### config.mk
export PLATFORM = sky130hd
export DESIGN_NAME = cv32e40s_dummy_lfsr
export DESIGN_NICKNAME = d
export VERILOG_FILES = /design/src/rtl/cv32e40s_dummy_lfsr.sv
export SDC_FILE = /design/constraint.sdc
export NUM_CORES = 1
export LEC_CHECK = 0
export ABC_AREA = 1
export CAP_MARGIN = 10
export CORE_MARGIN = 2
export CORE_UTILIZATION = 46
export DETAILED_ROUTE_END_ITERATION = 16
export GPL_ROUTABILITY_DRIVEN = 0
export PLACE_DENSITY = 0.82
export RECOVER_POWER = 25
export REMOVE_ABC_BUFFERS = 1
export SKIP_LAST_GASP = 1
export SLEW_MARGIN = 20
export SYNTH_ARGS = -nofsm -noshare
export SYNTH_HDL_FRONTEND = slang
export SYNTH_SLANG_ARGS = --single-unit
### constraint.sdc
create_clock -name clk -period 1.74 [get_ports clk]
set_input_delay 0.522 -clock clk [delete_from_list [all_inputs] [get_ports clk]]
set_output_delay 0.522 -clock clk [all_outputs]
set_load 0.02 [all_outputs]
### src/rtl/cv32e40s_dummy_lfsr.sv
// cv32e40s_dummy_lfsr: Galois LFSR and registered cpuctrl dummy fields feeding the dummy-instruction generator.
module cv32e40s_dummy_lfsr #(
   parameter logic [31:0] LFSR_SEED   = 32'hAC53_3BF4,
   parameter logic [31:0] LFSR_COEFFS = 32'h8000_0057
) (
   input  logic        clk,
   input  logic        rst_n,
   input  logic        seed_we_i,
   input  logic [31:0] seed_wdata_i,
   input  logic        cpuctrl_we_i,
   input  logic        cpuctrl_rnddummy_i,
   input  logic [3:0]  cpuctrl_rnddummyfreq_i,
   input  logic        shift_i,
   output logic [31:0] lfsr_o,
   output logic        rnddummy_o,
   output logic [3:0]  rnddummyfreq_o,
   output logic        cntrst_o,
   output logic        lockup_o
);
   logic [31:0] lfsr_q, lfsr_d, lfsr_next;
   logic        rnddummy_q, rnddummy_d;
   logic [3:0]  rnddummyfreq_q, rnddummyfreq_d;
   logic        cntrst_q, cntrst_d;
   logic        lockup_q, lockup_d;
   logic        seed_zero, state_zero;

   always_comb begin
      lfsr_next      = {1'b0, lfsr_q[31:1]} ^ (lfsr_q[0] ? LFSR_COEFFS : 32'h0);
      seed_zero      = seed_wdata_i == 32'h0;
      state_zero     = lfsr_q == 32'h0;
      // A zero state can only come from a fault; recover it unless a seed write takes precedence.
      lfsr_d         = seed_we_i ? (seed_zero ? LFSR_SEED : seed_wdata_i) :
                       state_zero ? LFSR_SEED : shift_i ? lfsr_next : lfsr_q;
      lockup_d       = seed_we_i ? seed_zero : state_zero;
      cntrst_d       = seed_we_i | cpuctrl_we_i;
      rnddummy_d     = cpuctrl_we_i ? cpuctrl_rnddummy_i : rnddummy_q;
      rnddummyfreq_d = cpuctrl_we_i ? cpuctrl_rnddummyfreq_i : rnddummyfreq_q;
   end

   always_ff @(posedge clk or negedge rst_n) begin
      if (!rst_n) begin
         lfsr_q         <= LFSR_SEED;
         rnddummy_q     <= 1'b0;
         rnddummyfreq_q <= 4'h0;
         cntrst_q       <= 1'b0;
         lockup_q       <= 1'b0;
      end else begin
         lfsr_q         <= lfsr_d;
         rnddummy_q     <= rnddummy_d;
         rnddummyfreq_q <= rnddummyfreq_d;
         cntrst_q       <= cntrst_d;
         lockup_q       <= lockup_d;
      end
   end

   assign lfsr_o         = lfsr_q;
   assign rnddummy_o     = rnddummy_q;
   assign rnddummyfreq_o = rnddummyfreq_q;
   assign cntrst_o       = cntrst_q;
   assign lockup_o       = lockup_q;
endmodule

==> impl_metrics.env <==
export IMPL_yosysTopAreaCellShare_pct=21.9
export IMPL_netlist_area_sq_um=2400
export IMPL_fmax_ghz=0.587
export IMPL_clk_path_buf_depth=2
export IMPL_ctsRootBufferMaster="clkbuf_8"
export IMPL_drv_cap=0
export IMPL_synth_seq_cells=39
export IMPL_path_clk_slew_ns=0.08
export IMPL_drive_gt1_share_pct=15.3
export IMPL_post_cts_buffers=0
export IMPL_synth_edff_count=0
export IMPL_power_w=0.00265
export IMPL_crit_start="lfsr_o[13]$_DFFE_PN1P_"
export IMPL_hpwl_um=4980
export IMPL_finalHoldViolCount=0
export IMPL_drt_pass1_iter_count=5
export IMPL_die_width_um=76.3
export IMPL_cts_buffers=5
export IMPL_grt_overflow=0
export IMPL_dieArea_sq_um=5820
export IMPL_min_path_type="in -> async"
export IMPL_start_kind="flop"
export IMPL_critPathBufInv=1
export IMPL_finish_utilization_pct=68.4
export IMPL_syn_area_per_cell_sq_um=6.81
export IMPL_vias=2614
export IMPL_ys_warn_count=0
export IMPL_synth_cells=353
export IMPL_antenna_cells=0
export IMPL_slew_viol_final=0
export IMPL_finalCritPeriodShare_pct=98.0
export IMPL_ant_nets=0
export IMPL_p_leak_nw=1.80
export IMPL_fin_crit_ns=1.70
export IMPL_dr_first_iter_drc_count=164
export IMPL_routed_via_density=5.01
export IMPL_boundaryPins=81
export IMPL_wl_per_cell_um=12.7
export IMPL_yosys_top_cells_count="107 x nand2_1, 52 x inv_1, 47 x nand3_1"
export IMPL_run_status="finished, final reports clean"
export IMPL_num_rows=26
export IMPL_synth_most_common_cell="nand2_1"
export IMPL_fin_ws_ns=0.0356
export IMPL_routed_wl_um=6620
export IMPL_synth_top_cells_by_area="dfrtp_1 22%, dfstp_2 20%, nand2_1 17%, nand3_1 9.8%, inv_1 8.1%"
export IMPL_area_growth_syn_to_layout_pct=44.3
export IMPL_critPathSlowestCell="dfstp_2"
export IMPL_ys_seq_area_share_pct=41.5
export IMPL_start_util_pct=47.4
export IMPL_worst_setup_path_end_kind="primary output"
export IMPL_peakVddDrop_mv=0.468
export IMPL_synth_area_leader_cell="dfrtp_1"
export IMPL_cts_tree="yes"
export IMPL_numClockSinks=39
export IMPL_crit_fanout=3
export IMPL_io_buffers=80
export IMPL_critPathRequiredTime_ns=1.22
export IMPL_yosysUniqueCellTypes=25
export IMPL_path_delay_family="flip-flops"
export IMPL_critPathKind="reg -> out"
export IMPL_grt_max_degree=40
export IMPL_fin_skew_ns=0.00938
export IMPL_clk_latency_ns=0.29
export IMPL_antenna_found_initial=0
export IMPL_crit_chain="dlygate4sd2_1"
export IMPL_power_density_nw_per_um2=764
export IMPL_fp_dieH_um=76.3
export IMPL_cts_htree_levels=2
export IMPL_nFillCells=478
export IMPL_pre_cts_slack_ns=-0.297
export IMPL_synthFlopType="dfrtp_1"
export IMPL_async_reset_ff_share_pct=100
export IMPL_cts_hold_buf=0
export IMPL_grt_pass1_wl_um=11400
export IMPL_r2r_start="lfsr_o[0]$_DFFE_PN0P_"
export IMPL_core_area_sq_um=5070
export IMPL_relSlewSlack_pct=35.2
export IMPL_max_stage_delay_ns=0.55
export IMPL_arrival_ns=1.18
export IMPL_nNetsFinal=495
export IMPL_drc=0
export IMPL_worst_pin_slew_ns=0.972
export IMPL_setup_viol=0
export IMPL_grt_pass1_vias=2510
export IMPL_gr_usage_all_layers_pct=23.8
## routing by layer
metal | vias up | part of all wire [%] | GRT usage, %
li1 | 1288 | - | -
met1 | 1227 | 44 | 30.8
met2 | 92 | 49 | 41.9
met3 | 7 | 5.7 | 3.67
met4 | 0 | 0.83 | 6.00
met5 | - | 0 | 0
## layout by cell type, fill, tap and decap left out, drive strengths merged
cell type      Yosys  final
xnor2              2      2
dfrtp             21     21
dfstp             18     18
nand3b             1      1
ha                 1      1
clkbuf             4      7
nor2              38     38
mux2               5      5
or2                1      1
clkinv             0      1
a21boi             1      1
inv               56     56
nand2            110    110
dlymetal6s2s       0      1
o21ai             30     30
nand3             47     47
buf               11     27
dlygate4sd2        0     38
clkdlybuf4s50      0     40
a21oi              3      3
o211ai             1      1
nand4              3      3
## flip-flops by register name, summed over array words and instances (netlist names)
name,flops
lfsr_o,32
cntrst_o,1
lockup_o,1
rnddummyfreq_o,4
rnddummy_o,1
## metrics by stage
stage	cells	TNS (ns)	cell area [sq um]	hold slack, ns
floorplan	338	-3.20	2310	0.226
global placement	515	-4.65	3420	0.465
detailed placement	515	-5.91	3420	0.468
CTS	522	0	3460	0.289
global route	522	-0.00827	3470	0.490
finish	522	0	3470	0.452
## logic make-up (layout without fill, tap and decap cells)
family | count (synthesis) | after routing | synth area share [%]
buffers and inverters | 71 | 170 | 12.7
xor gates and xnor gates | 2 | 2 | 0.729
and+or+nand+nor | 200 | 200 | 34.5
adders and majority gates | 1 | 1 | 0.520
AOI/OAI and AO/OA | 35 | 35 | 7.65
DFF | 39 | 39 | 41.5
muxes | 5 | 5 | 2.34
## where the power goes
group / internal (W) / leakage, nW / total [W] / switching (W)
logic: 0.000377 / 1.31 / 0.000887 / 0.000510
registers: 0.00106 / 0.441 / 0.00113 / 0.0000727
clock network: 0.000312 / 0.0470 / 0.000637 / 0.000326
## cell type report
cell class	count	area, sq um	area share (%)
clock buffers	6	82.6	2.38
clock inverters	1	5.00	0.144
inverters	56	210	6.06
multi-input cells	243	1110	31.9
flip-flops and latches	39	998	28.8
well taps	70	87.6	2.52
repair buffers	107	980	28.2
## what timing repair did
action                     4_1_cts  5_1_grt
resized for setup               38        6
setup endpoints to repair       38       22
pin swaps                        0        3
## path summary, 6_finish.rpt
path | end | slack, ns | cells past startpoint
max | lfsr_o[13] | 0.04 | 1
min | lfsr_o[30]$_DFFE_PN0P_ | 0.45 | 2
max reg2reg | lfsr_o[13]$_DFFE_PN1P_ | 0.16 | 11
min reg2reg | lfsr_o[8]$_DFFE_PN1P_ | 0.48 | 2
max in group asynchronous | lfsr_o[3]$_DFFE_PN0P_ | 0.67 | 2
min in group clk | lfsr_o[8]$_DFFE_PN1P_ | 0.48 | 2
## worst register-to-register path, stage by stage (launching register included)
cell and delay, ns:
dfrtp_1 0.40, inv_1 0.08, ha_1 0.17, inv_1 0.04, nor2_1 0.09, nand2_1 0.06
nor2_1 0.09, nand2_1 0.09, nand2_2 0.13, buf_12 0.18, nand3_1 0.11, nand2_1 0.07
Note: power is estimated with default switching activity, not from simulation.
